==> src/rtl/uart_arb_pkg.sv <==
// Shared types for the UART transmit arbiter and related shared-resource controllers.
package uart_arb_pkg;

  typedef enum logic {ARB_IDLE, ARB_LOCKED} arb_state_t;

  localparam int MAX_REQ = 8;

endpackage

==> src/rtl/rr_pick.sv <==
// Combinational round-robin selector: first set request after last_i, with wrap-around.
module rr_pick #(
  parameter  int NUM_REQ = 2,
  localparam int W       = (NUM_REQ > 1) ? $clog2(NUM_REQ) : 1
) (
  input  logic [NUM_REQ-1:0] req_i,
  input  logic [W-1:0]       last_i,
  output logic [W-1:0]       winner_o,
  output logic               found_o
);

  logic [W-1:0] idx;

  // Walk from the farthest candidate to the nearest so the nearest hit is assigned last.
  always_comb begin
    found_o  = 1'b0;
    winner_o = '0;
    idx      = '0;
    for (int i = NUM_REQ; i >= 1; i--) begin
      idx = W'((int'(last_i) + i) % NUM_REQ);
      if (req_i[idx]) begin
        found_o  = 1'b1;
        winner_o = idx;
      end
    end
  end

endmodule

==> src/rtl/uart_tx_arbiter.sv <==
// Packet-locked round-robin arbiter sharing one UART tx byte stream among NUM_REQ producers,
// with a single-entry output register and an idle-lock timeout.
module uart_tx_arbiter
  import uart_arb_pkg::*;
#(
  parameter int NUM_REQ        = 2,
  parameter int TIMEOUT_CYCLES = 100000
) (
  input  logic                         clk,
  input  logic                         rst,
  input  logic [NUM_REQ-1:0]           req_tvalid,
  output logic [NUM_REQ-1:0]           req_tready,
  input  logic [8*NUM_REQ-1:0]         req_tdata,
  input  logic [NUM_REQ-1:0]           req_tlast,
  output logic                         m_tvalid,
  input  logic                         m_tready,
  output logic [7:0]                   m_tdata,
  output logic [$clog2(NUM_REQ)-1:0]   grant_id,
  output logic                         busy,
  output logic                         timeout_pulse
);

  localparam int GW = $clog2(NUM_REQ);
  localparam int CW = (TIMEOUT_CYCLES > 0) ? $clog2(TIMEOUT_CYCLES + 1) : 1;
  localparam logic [CW-1:0] TO_LAST = CW'((TIMEOUT_CYCLES > 0) ? TIMEOUT_CYCLES - 1 : 0);

  arb_state_t                 state_q;
  logic [GW-1:0]              grant_q, last_grant_q;
  logic                       busy_q, to_pulse_q;
  logic [CW-1:0]              cnt_q;
  logic                       mvld_q, mvld_d;
  logic [7:0]                 mdata_q, mdata_d;

  logic [NUM_REQ-1:0][7:0]    req_data_a;
  logic [GW-1:0]              winner;
  logic                       found;
  logic                       locked, ready_int, own_vld, own_last, accept, to_hit;

  assign req_data_a = req_tdata;
  assign locked     = (state_q == ARB_LOCKED);
  assign ready_int  = !mvld_q || m_tready;
  assign own_vld    = req_tvalid[grant_q];
  assign own_last   = req_tlast[grant_q];
  assign accept     = locked && own_vld && ready_int;
  assign to_hit     = (TIMEOUT_CYCLES != 0) && locked && !own_vld && (cnt_q == TO_LAST);

  rr_pick #(.NUM_REQ(NUM_REQ)) u_pick (
    .req_i    (req_tvalid),
    .last_i   (last_grant_q),
    .winner_o (winner),
    .found_o  (found)
  );

  always_comb begin
    req_tready          = '0;
    req_tready[grant_q] = locked && ready_int;
  end

  always_ff @(posedge clk or negedge rst) begin
    if (!rst) begin
      state_q      <= ARB_IDLE;
      grant_q      <= '0;
      last_grant_q <= GW'(NUM_REQ - 1);
      busy_q       <= 1'b0;
      to_pulse_q   <= 1'b0;
      cnt_q        <= '0;
    end else begin
      to_pulse_q <= 1'b0;
      case (state_q)
        ARB_IDLE: if (found) begin
          grant_q      <= winner;
          last_grant_q <= winner;
          busy_q       <= 1'b1;
          cnt_q        <= '0;
          state_q      <= ARB_LOCKED;
        end
        ARB_LOCKED: begin
          if (accept) begin
            cnt_q <= '0;
            if (own_last) begin
              state_q <= ARB_IDLE;
              busy_q  <= 1'b0;
            end
          end else if (to_hit) begin
            // Stalled producer: drop the lock; the partial packet is simply truncated.
            state_q    <= ARB_IDLE;
            busy_q     <= 1'b0;
            to_pulse_q <= 1'b1;
          end else if (!own_vld && TIMEOUT_CYCLES != 0) begin
            cnt_q <= cnt_q + 1'b1;
          end
        end
        default: state_q <= ARB_IDLE;
      endcase
    end
  end

  always_comb begin
    mvld_d  = mvld_q;
    mdata_d = mdata_q;
    if (accept) begin
      mvld_d  = 1'b1;
      mdata_d = req_data_a[grant_q];
    end else if (m_tready) begin
      mvld_d  = 1'b0;
    end
  end

  always_ff @(posedge clk or negedge rst) begin
    if (!rst) begin
      mvld_q  <= 1'b0;
      mdata_q <= '0;
    end else begin
      mvld_q  <= mvld_d;
      mdata_q <= mdata_d;
    end
  end

  assign m_tvalid      = mvld_q;
  assign m_tdata       = mdata_q;
  assign grant_id      = grant_q;
  assign busy          = busy_q;
  assign timeout_pulse = to_pulse_q;

endmodule

==> config.mk <==
export PLATFORM = sky130hd
export DESIGN_NAME = uart_tx_arbiter
export DESIGN_NICKNAME = d
export VERILOG_FILES = /design/src/rtl/uart_arb_pkg.sv /design/src/rtl/rr_pick.sv /design/src/rtl/uart_tx_arbiter.sv
export SDC_FILE = /design/constraint.sdc
export NUM_CORES = 1
export LEC_CHECK = 0
export BUFFER_PORTS_ARGS = -buffer_cell sky130_fd_sc_hd__buf_2
export CAP_MARGIN = 5
export CELL_PAD_IN_SITES_DETAIL_PLACEMENT = 0
export CELL_PAD_IN_SITES_GLOBAL_PLACEMENT = 1
export CORE_ASPECT_RATIO = 0.5
export CORE_MARGIN = 5
export CORE_UTILIZATION = 44
export DETAILED_ROUTE_END_ITERATION = 10
export PLACE_DENSITY = 0.86
export SYNTH_ARGS = -nofsm -noshare
export SYNTH_HDL_FRONTEND = slang
export SYNTH_SLANG_ARGS = --single-unit
export TNS_END_PERCENT = 30
==> constraint.sdc <==
create_clock -name clk -period 2.75 [get_ports clk]
set_input_delay 0.1375 -clock clk [delete_from_list [all_inputs] [get_ports clk]]
set_output_delay 0.1375 -clock clk [all_outputs]
set_load 0.1 [all_outputs]
==> run metrics, run 1 <==
Die Height 54.15 µm; Mapped Nets 204; CP Data Required Time 2.94 ns; setup repair bufs after CTS 0; Max stage delay on crit path 0.47 ns; CP delay by family, top compound AO/OA/AOI/OAI gates; sequential share of the synthesized area 0.4530; setup violators final 0; antenna-violating nets left 0; R2R Path Start cnt_q[0]$_DFFE_PN0P_; Leak 0.9414 nW; full die area 5323 µm²; power density of the placed cells 1220 nW/µm²; Avg Cell Area, Syn 9.530 µm²; Worst setup SP type register; Die X 98.30 µm; post-layout instance area 2033 µm²; clk_skew 0.006440 ns; CTS clk-pin slew, worst paths 0.07 ns; RSZ-0062 raised after global routing false; Reg-to-Reg End cnt_q[3]$_DFFE_PN0P_; buffers plus inverters on the worst setup path 0; Syn Inst Count 180; Max Freq 525.6 MHz; Longest Clk Path Bufs 2; Syn Std Cell Area 1715 µm²; vias per inst 5.304; R2R Setup Slk 0.85 ns; # fillers 362; Worst setup EP type register; WL final 3678 µm; first-pass GRT wire length 6472 µm; Slew HR 0.4934; # rows 16; Hold Path Class in2reg; Syn. warnings 0; clk sink count 31; WHS Path Cells 3; WHS Endpoint m_tdata[3]$_DFFE_PN0P_; post-route setup TNS 0 ns; Worst-Skew Late Latency 0.28 ns; worst slew pin tran 0.7598 ns; peak supply drop 333.0 µV; layout cells sized above 1 0.2639; Synth cell types 35; Cells after DPL 261; min-delay src req_tdata[3]; CTS resizes 0; Area after DPL 1906 µm²; Initial DRC Count 66; port buffer count 36; root buf cell clkbuf_8; Worst Setup Path Type reg2reg; CTS tree built; DR WL/cell 13.62 µm; CP Data Arrival Time 2.09 ns; CTS buffer count 5; TritonRoute pass-1 iters 4; Layout Nets 239; Hold-fix buffers, CTS 1; DP HPWL 2595 µm; vias in the first global route 1,371; area growth from synthesis to layout 18.53%; Final Wtd Congestion 0.7975; Initial Util 0.4486; post-route insts no fill 270; Hold WS 0.1403 ns; Top Ports 37; DRC viols 0; via count 1,432; final cycle utilization of the critical path 0.6919; crit-path max FO 18; H-tree levels 2; status completed; reg2reg path depth 6; diode count 0; Hold Violations, Final 0; Setup WS pre-CTS 0.8789 ns; max-cap viol count 0; total power 2.480 mW; total gr overflow 0; crit-path cells ha_1, and3_1, nand4_2, o21ai_4, o21ai_0, o31ai_1; worst setup margin 0.8474 ns; largest net degree at the start of global routing 32; fin util 0.5317; register bit count reported by yosys 31; Tmin final 1.903 ns; fin. max-slew vios 0; initial antenna violation count 0; GRT Total Usage 0.1512; core area 3824 µm²; critical path's slowest cell o21ai_4
[state kept, by name (all words and copies together) (netlist names)]
name / count
last_grant_q: 1
locked: 1
busy: 1
grant_id: 1
m_tdata: 8
m_tvalid: 1
timeout_pulse: 1
cnt_q: 17
[cell usage in the layout, fill, tap and decap left out]
cell type      count
a21o_1             1
a21oi_1            5
a2bb2oi_2          1
a31oi_1            6
a31oi_4            1
and2_1             3
and3_1             5
and3_2             1
and4bb_1           2
buf_2             36
buf_4              1
bufinv_16          1
clkbuf_8           6
clkinv_2           1
dfrtp_1           30
dfstp_2            1
dlygate4sd3_1      1
ha_1               1
inv_1              2
mux2_4             1
mux2i_1            9
mux2i_2            1
nand2_1           21
nand2b_1           3
nand3_1           11
nand4_1            2
nand4_2            2
nor2_1            10
nor2b_1            2
nor3_1             5
nor3b_1            1
o21ai_0           22
o21ai_1            8
o21ai_2            2
o21ai_4            1
o31ai_1            9
o31ai_4            1
[cells in the mapped netlist (all sizes together)]
library cell	instances	share of area
a21o	1	0.0044
dfstp	1	0.015
nand4	4	0.022
a21oi	5	0.015
o21ai	33	0.11
nor3	5	0.015
inv	2	0.0044
and2	3	0.011
nand2	21	0.046
and4bb	2	0.015
ha	1	0.0073
clkbuf	2	0.0044
a2bb2oi	1	0.0088
dfrtp	30	0.44
o31ai	10	0.052
nand3	11	0.032
nor2b	2	0.0073
mux2	1	0.0088
a31oi	7	0.034
nor3b	1	0.0044
nor2	10	0.022
buf	8	0.034
nand2b	3	0.011
and3	6	0.023
mux2i	10	0.061
[worst min-delay path, delay by kind of cell]
family,cells,cell delay [ns]
buf+inv,1,0.08
compound gates,1,0.12
mux,1,0.05
[cell type report]
cell class	count	area, µm²	area share
Clock inverter	2	35.03	0.01723
Timing Repair Buffer	38	197.7	0.09723
Sequential cell	31	777.0	0.3822
Clock buffer	6	82.58	0.04062
Tap cell	54	67.56	0.03323
Multi-Input combinational cell	137	865.8	0.4258
Inverter	2	7.507	0.003692
[routing by layer]
layer  share of wire  vias to the layer above  track usage
met1            0.48                      669       0.1912
met2            0.45                       34       0.2662
met4          0.0052                        0      0.02721
met5               0                        -            0
li1                -                      725            -
met3           0.064                        4      0.04398
[worst max path at each step]
| stage | to | cells past startpoint | slack, ns | startpoint |
|---|---|---|---|---|
| 3_5_place_dp | cnt_q[3]$_DFFE_PN0P_ | 6 | 0.88 | cnt_q[0]$_DFFE_PN0P_ |
| 3_3_place_gp | cnt_q[5]$_DFFE_PN0P_ | 6 | 0.94 | cnt_q[0]$_DFFE_PN0P_ |
| 4_1_cts | cnt_q[1]$_DFFE_PN0P_ | 6 | 0.87 | cnt_q[0]$_DFFE_PN0P_ |
| 2_1_floorplan | req_tready[0] | 3 | 0.02 | grant_id$_DFFE_PN0P_ |
| 6_report | cnt_q[3]$_DFFE_PN0P_ | 6 | 0.85 | cnt_q[0]$_DFFE_PN0P_ |
| 5_1_grt | cnt_q[3]$_DFFE_PN0P_ | 6 | 0.64 | cnt_q[0]$_DFFE_PN0P_ |
[cell families after synthesis]
family | synth area share
buffers and inverters | 0.04231
multiplexers | 0.06929
AO/OA/AOI/OAI | 0.2210
AND/OR/NAND/NOR | 0.2071
flip-flops | 0.4530
adder cells (fa/ha/maj) | 0.007293
[power breakdown]
group | internal (mW) | switching, mW | leakage (nW)
Sequential | 0.575 | 0.0929 | 0.403
Clock | 0.293 | 0.171 | 0.0612
Combinational | 0.286 | 1.06 | 0.478
No activity file was read; power rests on OpenSTA's default activity.
==> run 2, diff against run 1 <==
--- a/config.mk
+++ b/config.mk
@@ -11,9 +11,9 @@
 export CELL_PAD_IN_SITES_GLOBAL_PLACEMENT = 1
 export CORE_ASPECT_RATIO = 0.5
 export CORE_MARGIN = 5
-export CORE_UTILIZATION = 44
+export CORE_UTILIZATION = 37
 export DETAILED_ROUTE_END_ITERATION = 10
-export PLACE_DENSITY = 0.86
+export PLACE_DENSITY = 0.77
 export SYNTH_ARGS = -nofsm -noshare
 export SYNTH_HDL_FRONTEND = slang
 export SYNTH_SLANG_ARGS = --single-unit
==> constraint.sdc (replaced) <==
create_clock -name clk -period 1.65 [get_ports clk]
set_input_delay 0.0825 -clock clk [delete_from_list [all_inputs] [get_ports clk]]
set_output_delay 0.0825 -clock clk [all_outputs]
set_load 0.1 [all_outputs]
==> run metrics, run 2 (synthesis results as in run 1) <==
fin util 0.5058 (-0.02597); grt peak-use layer met2; layout cells sized above 1 0.3489 (+0.08505); Initial DRC Count 56 (-15%); Hold WS 0.08603 ns (-0.05425 ns); Leak 1.020 nW (+8.3%); setup violators final 0 (unchanged); area growth from synthesis to layout 31.07%; CTS clk-pin slew, worst paths 0.07 ns (about the same); max FFs per register 17 (unchanged); initial antenna violation count 0 (unchanged); Die X 106.3 µm (+8.1%); most frequent cells in the layout 35 x buf_2, 28 x dfrtp_1, 21 x nand2_1; max-cap viol count 0 (unchanged); RSZ-0062 raised after global routing true; Die Height 58.15 µm (+7.4%); port buffer count 36 (unchanged); power density of the placed cells 1936 nW/µm² (+59%); Layout Nets 258 (+7.9%); Longest Clk Path Bufs 2 (unchanged); Max Freq 617.4 MHz (+17%); WL final 4293 µm (+17%); Biggest register cnt_q; Worst setup EP type register; worst setup margin 0.03026 ns (-0.8171 ns); Hold Violations, Final 0 (unchanged); root buf cell clkbuf_8; post-route setup TNS 0 ns (unchanged); via count 1,558 (+8.8%); first-pass GRT wire length 7189 µm (+11%); fin. max-slew vios 0 (unchanged); GRT Total Usage 0.1480 (-0.003204); met2 Resource Use GR 0.2358 (-0.03040); TritonRoute pass-1 iters 4 (unchanged); CP Data Arrival Time 1.79 ns (-0.30 ns); Worst setup SP type register; antenna-violating nets left 0 (unchanged); core area 4446 µm² (+16%); Top Ports 37 (unchanged); clk_skew 0.006230 ns (-0.0002096 ns); status completed; vias per inst 5.336 (+0.60%); clk sink count 31 (unchanged); crit-path max FO 18 (unchanged); DR WL/cell 14.70 µm (+7.9%); CTS tree built; vias in the first global route 1,533 (+12%); full die area 6181 µm² (+16%); Final Wtd Congestion 0.7543 (-5.4%); Worst-Skew Late Latency 0.28 ns (about the same); Hold Path Class in2reg; met1 GRT Util 0.1846 (-0.006601); CTS buffer count 5 (unchanged); total gr overflow 0 (unchanged); Setup WS pre-CTS 0.04750 ns (-0.8314 ns); M3 GR Usage 0.04561 (+0.001622); peak supply drop 1144 µV (+240%); largest net degree at the start of global routing 25 (-22%); Initial Util 0.3859 (-0.06275); CP Data Required Time 1.82 ns (-1.12 ns); diode count 0 (unchanged); # rows 17 (+1); DP HPWL 3094 µm (+19%); worst slew pin tran 0.5553 ns (-0.2046 ns); Worst Setup Path Type reg2reg; H-tree levels 2 (unchanged); Tmin final 1.620 ns (-0.2829 ns); final cycle utilization of the critical path 0.9817 (+0.2898); commonest non-fill, non-tap cell in the layout buf_2; Slew HR 0.6298 (+0.1365); DRC viols 0 (unchanged)
[run 2: power breakdown]
group	internal (mW)	leakage, nW	total (mW)	switching, mW
Combinational	0.762	0.577	2.68	1.92
Clock	0.296	0.0422	0.577	0.281
Sequential	0.969	0.401	1.10	0.126
[run 2: what timing repair did]
action | in CTS | in global routing
gates resized for setup | 0 | 14
hold buffers | 1 | 0
buffers inserted | 0 | 2
endpoints found under the hold margin | 22 | 0
setup endpoints to repair | 0 | 17
[run 2: path summary, 6_finish.rpt]
check,start,to,slack (ns),cells after the start
worst min register to register,m_tdata[1]$_DFFE_PN0P_,m_tdata[1]$_DFFE_PN0P_,0.48,2
worst min-delay path,req_tdata[6],m_tdata[6]$_DFFE_PN0P_,0.09,3
worst max-delay path,grant_id$_DFFE_PN0P_,cnt_q[16]$_DFFE_PN0P_,0.03,6
max in group asynchronous,rst,cnt_q[6]$_DFFE_PN0P_,0.79,3
worst max register to register,grant_id$_DFFE_PN0P_,cnt_q[16]$_DFFE_PN0P_,0.03,6
min in group asynchronous,rst,cnt_q[10]$_DFFE_PN0P_,0.31,2
[run 2: per-layer routing]
layer | vias to the layer above | routed length, µm
met5 | - | 0
met4 | 0 | 58
met3 | 5 | 217
met2 | 33 | 1988
met1 | 759 | 2028
li1 | 761 | -
[run 2: metrics by stage]
stage / area [µm²] / power, mW / cells
final: 2248 / 4.353 / 292
after global routing: 2248 / 4.593 / 292
after floorplan: 1733 / 3.113 / 180
after detailed placement: 2107 / 3.722 / 281
after CTS: 2198 / 4.313 / 290
after global placement: 2107 / 3.674 / 281
[run 2: cell type report]
cell class	instances	area, µm²
Fill cell	420	2197
Multi-Input combinational cell	137	913.4
Sequential cell	31	782.0
Timing Repair Buffer	57	392.9
Clock buffer	7	76.32
Tap cell	57	71.32
Inverter	2	7.507
Clock inverter	1	5.005
[run 2: worst max-delay path, stage by stage, from the launching register on]
cell and delay (ns):
dfrtp_4 0.49, mux2_4 0.33, a31oi_4 0.21, o21ai_4 0.09, buf_12 0.16, o21ai_0 0.15
o31ai_1 0.09
==> run 3, diff against run 2 <==
--- a/config.mk
+++ b/config.mk
@@ -5,16 +5,19 @@
 export SDC_FILE = /design/constraint.sdc
 export NUM_CORES = 1
 export LEC_CHECK = 0
+export ABC_AREA = 1
 export BUFFER_PORTS_ARGS = -buffer_cell sky130_fd_sc_hd__buf_2
 export CAP_MARGIN = 5
 export CELL_PAD_IN_SITES_DETAIL_PLACEMENT = 0
 export CELL_PAD_IN_SITES_GLOBAL_PLACEMENT = 1
 export CORE_ASPECT_RATIO = 0.5
 export CORE_MARGIN = 5
-export CORE_UTILIZATION = 37
+export CORE_UTILIZATION = 35
 export DETAILED_ROUTE_END_ITERATION = 10
+export GPL_ROUTABILITY_DRIVEN = 0
 export PLACE_DENSITY = 0.77
 export SYNTH_ARGS = -nofsm -noshare
 export SYNTH_HDL_FRONTEND = slang
+export SYNTH_HIERARCHICAL = 1
 export SYNTH_SLANG_ARGS = --single-unit
 export TNS_END_PERCENT = 30
==> run metrics, run 3 <==
status completed; setup repair bufs after CTS 0 (unchanged); fin. max-slew vios 0 (unchanged); Leak 1.151 nW (+13%); vias per inst 4.772 (-11%); CP Data Arrival Time 1.67 ns (-0.12 ns); number of flops mapped to enable cells by yosys 0 (unchanged); Worst-Skew Late Latency 0.29 ns (about the same); met1 GRT Util 0.2173 (+0.03279); Avg Cell Area, Syn 7.042 µm² (-26%); port buffer count 36 (unchanged); largest net degree at the start of global routing 32 (+28%); DRC viols 0 (unchanged); Hold Path Class in2reg; Top Ports 37 (unchanged); vias in the first global route 1,746 (+14%); Initial DRC Count 96 (+71%); Worst Setup Path Type reg2reg; final cycle utilization of the critical path 0.9061 (-0.07553); # fillers 536 (+28%); total gr overflow 0 (unchanged); count leader, synth nand2_1; Hold Violations, Final 0 (unchanged); Syn Inst Count 261 (+45%); sequential share of the synthesized area 0.4227 (-0.03022); Hold WS 0.04209 ns (-0.04394 ns); H-tree levels 2 (unchanged); root buf cell clkbuf_8; commonest non-fill, non-tap cell in the layout nand2_1; layout cells sized above 1 0.2563 (-0.09261); grt peak-use layer met2; peak supply drop 1143 µV (about the same); Worst setup EP type register; first-pass GRT wire length 8562 µm (+19%); most frequent cells after synthesis 87 x nand2_1, 42 x nor2_1, 30 x dfrtp_1; full die area 6889 µm² (+11%); share of the synthesized area in the top cell type 0.4084 (-0.02920); worst slew pin tran 0.6975 ns (+0.1423 ns); register bit count reported by yosys 31 (unchanged); initial antenna violation count 0 (unchanged); Longest Clk Path Bufs 2 (unchanged); top cells by area, synth dfrtp_1 41%, nand2_1 18%, nor2_1 8.6%; Biggest register cnt_q; clk sink count 31 (unchanged); fin util 0.4792 (-0.02654); Tmin final 1.495 ns (-0.1246 ns); Syn. warnings 6 (+6); antenna-violating nets left 0 (unchanged); max-cap viol count 0 (unchanged); diode count 0 (unchanged); Syn Std Cell Area 1838 µm² (+7.1%); cell taking the most area after synthesis dfrtp_1; Max Freq 668.8 MHz (+8.3%); DR WL/cell 12.96 µm (-12%); CTS clk-pin slew, worst paths 0.07 ns (about the same); TritonRoute pass-1 iters 4 (unchanged); via count 1,842 (+18%); # rows 18 (+1); Mapped Nets 285 (+40%); GRT Total Usage 0.1606 (+0.01258); area growth from synthesis to layout 30.36%; CTS buffer count 5 (unchanged); crit-path max FO 6 (-12); CP Data Required Time 1.82 ns (about the same); Synth Flop Type dfrtp_1; DP HPWL 3757 µm (+21%); Worst setup SP type register; multi-input logic area 983.4 µm² (+7.7%); CTS tree built; core area 5000 µm² (+12%); Synth cell types 30 (-14%); Die X 112.5 µm (+5.8%); met2 Resource Use GR 0.2481 (+0.01227); Initial Util 0.3676 (-0.01825); max FFs per register 17 (unchanged); register area 783.3 µm² (+0.16%); WL final 5003 µm (+17%); clk_skew 0.01011 ns (+0.003885 ns); FFs w/ async S/R, synth 1.000 (unchanged); Slew HR 0.5350 (-0.09484); most frequent cells in the layout 87 x nand2_1, 37 x nor2_1, 34 x buf_2; Layout Nets 339 (+31%); power density of the placed cells 1831 nW/µm² (-5.4%); setup violators final 0 (unchanged); Die Height 61.24 µm (+5.3%); M3 GR Usage 0.05594 (+0.01033)
run 3: worst paths after layout:
kind,start,to,slack [ns],cells after the start
worst max-delay path,cnt_q[0]$_DFFE_PN0P_,cnt_q[14]$_DFFE_PN0P_,0.15,8
worst min-delay path,req_tdata[5],m_tdata[5]$_DFFE_PN0P_,0.04,3
worst max register to register,cnt_q[0]$_DFFE_PN0P_,cnt_q[14]$_DFFE_PN0P_,0.15,8
worst min register to register,last_grant_q$_DFFE_PN1P_,last_grant_q$_DFFE_PN1P_,0.47,2
max in group asynchronous,rst,cnt_q[3]$_DFFE_PN0P_,0.76,2
min in group asynchronous,rst,m_tdata[3]$_DFFE_PN0P_,0.39,2
run 3: timing repair:
action	in CTS	in global routing
endpoints found under the hold margin	31	0
hold buffers	2	0
gates resized for setup	0	11
endpoints found under the setup margin	0	17
run 3: critical path, stage by stage, from the launching register on:
cell	delay [ns]
dfrtp_1	0.37
ha_2	0.21
nand3_2	0.13
nor2_4	0.15
nand3_4	0.11
nand2_4	0.10
inv_1	0.12
nand3_1	0.11
nand2_1	0.06
run 3: kinds of logic after synthesis:
family,synth area share
buf+inv,0.06807
simple gates,0.4064
xor+xnor,0.02382
flops,0.4227
fa+ha+maj,0.006806
compound gates,0.07215
run 3: final cells by class:
type,count,area share
multi-input cells,202,0.4104
flip-flops and latches,31,0.3269
inverters,21,0.03290
repair buffers,54,0.1462
clock buffers,5,0.02872
well taps,70,0.03655
clock inverters,3,0.01828
run 3: stage by stage:
step	instance area (µm²)	setup TNS (ns)	power, mW	instances	worst slack, ns
after detailed placement	2227	0	3.620	376	0.1479
final	2396	0	4.387	386	0.1549
after global placement	2227	0	3.586	376	0.1798
after global routing	2396	-0.009734	4.666	386	-0.009734
after CTS	2360	0	4.398	386	0.1221
after floorplan	1856	0	2.989	261	0.008746
run 3: routing by layer:
metal	part of all wire	vias up
met3	0.068	7
li1	-	952
met4	0.014	0
met5	0	-
met1	0.48	832
met2	0.44	51
run 3: power by group:
group	switching (mW)	internal, mW
clock	0.315	0.449
sequential	0.148	0.966
combinational	1.94	0.571
total	2.40	1.99
